--- src/rtl/fetch_pkg.sv ---
// Shared definitions for the instruction-fetch controller: FSM encoding,
// default widths and the word that stops fetch.
package fetch_pkg;

    localparam int PC_W   = 64;
    localparam int ADDR_W = 9;

    localparam logic [31:0] HALT_WORD = 32'h0000_0000;

    typedef enum logic [1:0] {
        ST_IDLE = 2'd0,
        ST_LOAD = 2'd1,
        ST_RUN  = 2'd2,
        ST_HALT = 2'd3
    } fetch_state_e;

endpackage

--- src/rtl/fetch_ctrl_pc_next.sv ---
// Combinational next-PC selection: branch redirect beats stall, stall beats
// the sequential +4 step. Branch targets are forced to word alignment.
module pc_next #(
    parameter int PC_W = 64
) (
    input  logic [PC_W-1:0] pc_i,
    input  logic            stall_i,
    input  logic            br_taken_i,
    input  logic [PC_W-1:0] br_target_i,
    output logic [PC_W-1:0] pc_next_o
);

    localparam logic [PC_W-1:0] PC_STEP    = PC_W'(4);
    localparam logic [PC_W-1:0] ALIGN_MASK = ~PC_W'(3);

    always_comb begin
        pc_next_o = pc_i + PC_STEP;
        if (br_taken_i) begin
            pc_next_o = br_target_i & ALIGN_MASK;
        end else if (stall_i) begin
            pc_next_o = pc_i;
        end
    end

endmodule

--- src/rtl/fetch_ctrl.sv ---
// Instruction-fetch controller: owns the single instruction-memory port,
// sequencing PC fetch in RUN and handing the port to the loader in LOAD.
module fetch_ctrl #(
    parameter int              PC_W     = fetch_pkg::PC_W,
    parameter int              ADDR_W   = fetch_pkg::ADDR_W,
    parameter logic [PC_W-1:0] RESET_PC = '0
) (
    input  logic              clk,
    input  logic              rst,
    input  logic              load_req,
    input  logic              load_valid,
    input  logic [ADDR_W-1:0] load_addr,
    input  logic [31:0]       load_data,
    output logic              load_ready,
    input  logic              stall,
    input  logic              br_taken,
    input  logic [PC_W-1:0]   br_target,
    input  logic [31:0]       im_rdata,
    output logic [ADDR_W-1:0] im_addr,
    output logic              im_we,
    output logic [31:0]       im_wdata,
    output logic [PC_W-1:0]   pc,
    output logic [31:0]       instr,
    output logic              if_valid,
    output logic              halted
);

    import fetch_pkg::*;

    fetch_state_e      state_q, state_d;
    logic [PC_W-1:0]   pc_q, pc_d;
    logic [PC_W-1:0]   pc_seq;
    logic [ADDR_W-1:0] pc_word;

    // Only the low word-address bits reach memory, so fetch wraps every 2 KiB
    // while the architectural PC keeps counting.
    assign pc_word = pc_q[ADDR_W+1:2];

    pc_next #(
        .PC_W(PC_W)
    ) u_pc_next (
        .pc_i       (pc_q),
        .stall_i    (stall),
        .br_taken_i (br_taken),
        .br_target_i(br_target),
        .pc_next_o  (pc_seq)
    );

    always_ff @(posedge clk) begin
        if (rst) begin
            state_q <= ST_IDLE;
            pc_q    <= RESET_PC;
        end else begin
            state_q <= state_d;
            pc_q    <= pc_d;
        end
    end

    always_comb begin
        state_d    = state_q;
        pc_d       = pc_q;
        im_addr    = '0;
        im_we      = 1'b0;
        im_wdata   = '0;
        load_ready = 1'b0;
        if_valid   = 1'b0;
        halted     = 1'b0;
        case (state_q)
            ST_IDLE: begin
                state_d = load_req ? ST_LOAD : ST_RUN;
            end
            ST_LOAD: begin
                load_ready = 1'b1;
                im_addr    = load_addr;
                im_wdata   = load_data;
                im_we      = load_valid;
                if (!load_req) begin
                    state_d = ST_RUN;
                    pc_d    = RESET_PC;
                end
            end
            ST_RUN: begin
                im_addr = pc_word;
                // A pending loader request freezes the PC and withdraws the fetch.
                if (load_req) begin
                    state_d = ST_LOAD;
                end else begin
                    if_valid = 1'b1;
                    pc_d     = pc_seq;
                    if (im_rdata == HALT_WORD && !br_taken) begin
                        state_d = ST_HALT;
                        pc_d    = pc_q;
                    end
                end
            end
            ST_HALT: begin
                halted  = 1'b1;
                im_addr = pc_word;
                if (load_req) begin
                    state_d = ST_LOAD;
                end
            end
            default: begin
                state_d = ST_IDLE;
            end
        endcase
    end

    assign pc    = pc_q;
    assign instr = im_rdata;

endmodule
--- config.mk ---
export PLATFORM = sky130hd
export DESIGN_NAME = fetch_ctrl
export DESIGN_NICKNAME = d
export VERILOG_FILES = /design/src/rtl/fetch_pkg.sv /design/src/rtl/fetch_ctrl_pc_next.sv /design/src/rtl/fetch_ctrl.sv
export SDC_FILE = /design/constraint.sdc
export NUM_CORES = 1
export LEC_CHECK = 0
export BUFFER_PORTS_ARGS = -buffer_cell sky130_fd_sc_hd__buf_2
export CORE_AREA = 2 2 112 114
export DETAILED_ROUTE_END_ITERATION = 10
export DIE_AREA = 0 0 114 116
export PLACE_DENSITY = 0.79
export SLEW_MARGIN = 30
export SYNTH_ARGS = -nofsm -noshare
export SYNTH_HDL_FRONTEND = slang
export SYNTH_SLANG_ARGS = --single-unit
--- constraint.sdc ---
create_clock -name clk -period 4.6 [get_ports clk]
set_input_delay 0.92 -clock clk [delete_from_list [all_inputs] [get_ports clk]]
set_output_delay 0.92 -clock clk [all_outputs]
set_load 0.05 [all_outputs]
==> flow_summary_export.csv <==
group,metric,value,unit
timing,setup_viol,0,
setup_path,path_delay_family,"buffers and inverters",
global_route,grt_start_max_net_pins,99,
timing,worstMarginPinSlew,0.871,ns
die,rows,40,
global_route,antenna_found_initial,1,
setup_path,crit_slowest_cell,"clkinv_1",
clock_network,clock_sinks,64,
logic_synthesis,synth_seq_area_share,27.2,%
clock_network,cts_buffers,9,
outcome,status,"complete, no violations",
clock_network,clk_pin_slew,0.06,ns
finish,stdcell_count,1035,
die,start_util,39.5,%
power,peakVddDrop,0.139,mV
finish,diodes,0,
routing,vias,5934,
setup_path,path_buf_inv,2,
clock_network,worstSkewPairLatency,0.33,ns
clock_network,clk_path_buf_depth,2,
finish,final_layout_size_suffix_gt1_share,35.9,%
logic_synthesis,syn-cell-area,4710,um2
timing,rsz0062_at_grt,"false",
finish,syn2layout_area_growth,32.4,%
clock_network,cts-htree-levels,3,
power,powerDensity,261,nW/um2
finish,final_nets,1027,
timing,tns,0,ns
logic_synthesis,yosys_warnings,0,
clock_network,ctsResizeCount,0,
power,leakage,2.70,nW
die,die-area,13200,um2
die,io_pins,284,
placement,port_buffers,279,
setup_path,r2r_setup_slack,1.68,ns
logic_synthesis,synth_flop_cell,"dfxtp_1",
timing,fin_hold_ws,0.476,ns
placement,placed_cell_area,5930,um2
setup_path,crit_required,3.68,ns
setup_path,arrival,2.59,ns
logic_synthesis,synth_edf_count,0,
logic_synthesis,ys_types,57,
setup_path,cp-end-kind,"primary output",
finish,final_area,6240,um2
min_path,hold_class,"register to register",
routing,viasPerCell,5.73,
routing,wirelength,19200,um
clock_network,postCtsSetupBuffers,0,
logic_synthesis,async_reset_ff_share,0,%
die,dieWidth,114,um
timing,finalCriticalPeriod,3.51,ns
clock_network,cts_tree,"built",
clock_network,root_buffer,"clkbuf_16",
clock_network,hold_buffers,0,
routing,drtPass1Iterations,5,
setup_path,crit_fanout,43,
routing,wl_per_cell,18.6,um
timing,hold_violations,0,
finish,layout_common_cells,"buf_2 (278), dfxtp_1 (64), a21oi_1 (58)",
placement,dp.cells,1018,
global_route,grt_pass1_vias,5301,
die,coreArea,11900,um2
global_route,overflow,0,
global_route,grt.total_usage,28.3,%
setup_path,crit_chain,"nand2b_1 -> clkinv_1 -> and2_1 -> buf_2",
timing,slew_viol_final,0,
logic_synthesis,synth-seq-cells,64,
logic_synthesis,syn_avg_cell_area,7.15,um2
logic_synthesis,synthCells,659,
routing,drc,0,
placement,dpl.hpwl,14600,um
finish,final_common_cell,"buf_2",
setup_path,startpoint_type,"register",
timing,fmax,285,MHz
setup_path,cpPeakStageDelay,0.70,ns
routing,drt-initial-drc-count,578,
placement,place_congestion,1.05,
global_route,grt_pass1_wl,29300,um
job,max-cap-violations,0,
timing,skew,0.00888,ns
timing,slew_headroom,41.6,%
die,die_h,116,um
timing,fin_crit_sh,76.2,%
routing,ant_nets,0,
setup_path,crit_type,"register to primary output",
-- final cells by class --
class,count,area [um2]
fill,1247,5670
multi-input combinational,491,2910
timing repair buffer,287,1480
sequential,64,1280
clock buffer,11,243
tap,147,184
inverter,30,113
clock inverter,5,32.5
-- metal layers --
| layer | part of all wire, % | vias to the layer above | track usage, % |
|---|---|---|---|
| met3 | 7.9 | 28 | 5.44 |
| met2 | 47 | 293 | 47.0 |
| li1 | - | 2864 | - |
| met5 | 0.068 | - | 0 |
| met1 | 43 | 2747 | 38.3 |
| met4 | 1.3 | 2 | 6.26 |
-- metrics by stage --
step / power, W / utilization, % / setup WS, ns
3_3_place_gp: 0.000995 / 49.8 / 1.23
5_1_grt: 0.00169 / 52.4 / 0.879
2_1_floorplan: 0.000883 / - / 1.92
6_report: 0.00163 / 52.4 / 1.09
3_5_place_dp: 0.000998 / 49.8 / 1.19
4_1_cts: 0.00164 / 52.1 / 1.36
-- power by group --
part / switching, W / leakage [nW] / internal, W
clock: 0.000260 / 0.128 / 0.000378
sequential: 0.0000196 / 0.518 / 0.000567
combinational: 0.000284 / 2.05 / 0.000121
-- registers in the layout (all words and copies together) (netlist names) --
signal,cells
pc,62
state_q,2
-- Yosys cell counts, types with 3 or more instances --
library cell	instances	area [um2]
and4_1	4	35.0
a22oi_1	11	82.6
nor3_1	32	160
and3_1	5	31.3
a22o_1	14	123
and2_1	39	244
nand4_1	19	119
o31ai_1	3	22.5
o21ai_0	47	235
nand2b_1	4	25.0
o2bb2ai_1	23	201
a221oi_1	5	43.8
o31a_1	5	43.8
or3_1	3	18.8
buf_2	4	20.0
clkbuf_1	33	124
dfxtp_1	64	1280
nand3_1	32	160
nand2_1	45	169
a21oi_1	58	290
inv_1	30	113
nor2_1	50	188
nor4_1	31	194
o22ai_1	14	87.6
o211ai_1	3	22.5
o41ai_1	3	26.3
buf_4	34	255
buf_1	4	15.0
-- kinds of logic after synthesis --
| family | share of synthesized area (%) |
|---|---|
| AND/OR/NAND/NOR | 32.4 |
| AO/OA/AOI/OAI | 28.6 |
| buffers and inverters | 11.2 |
| flip-flops | 27.2 |
| multiplexers | 0.213 |
| adder cells (fa/ha/maj) | 0.266 |
| other | 0.0796 |
-- final timing paths --
kind	end	cells past startpoint	from
min	pc[63]	1	pc[63]
min reg2reg	pc[63]	1	pc[63]
max reg2reg	pc[50]	6	state_q[1]
max	im_wdata[9]	4	state_q[1]
Power figures use the tool's default switching activity.
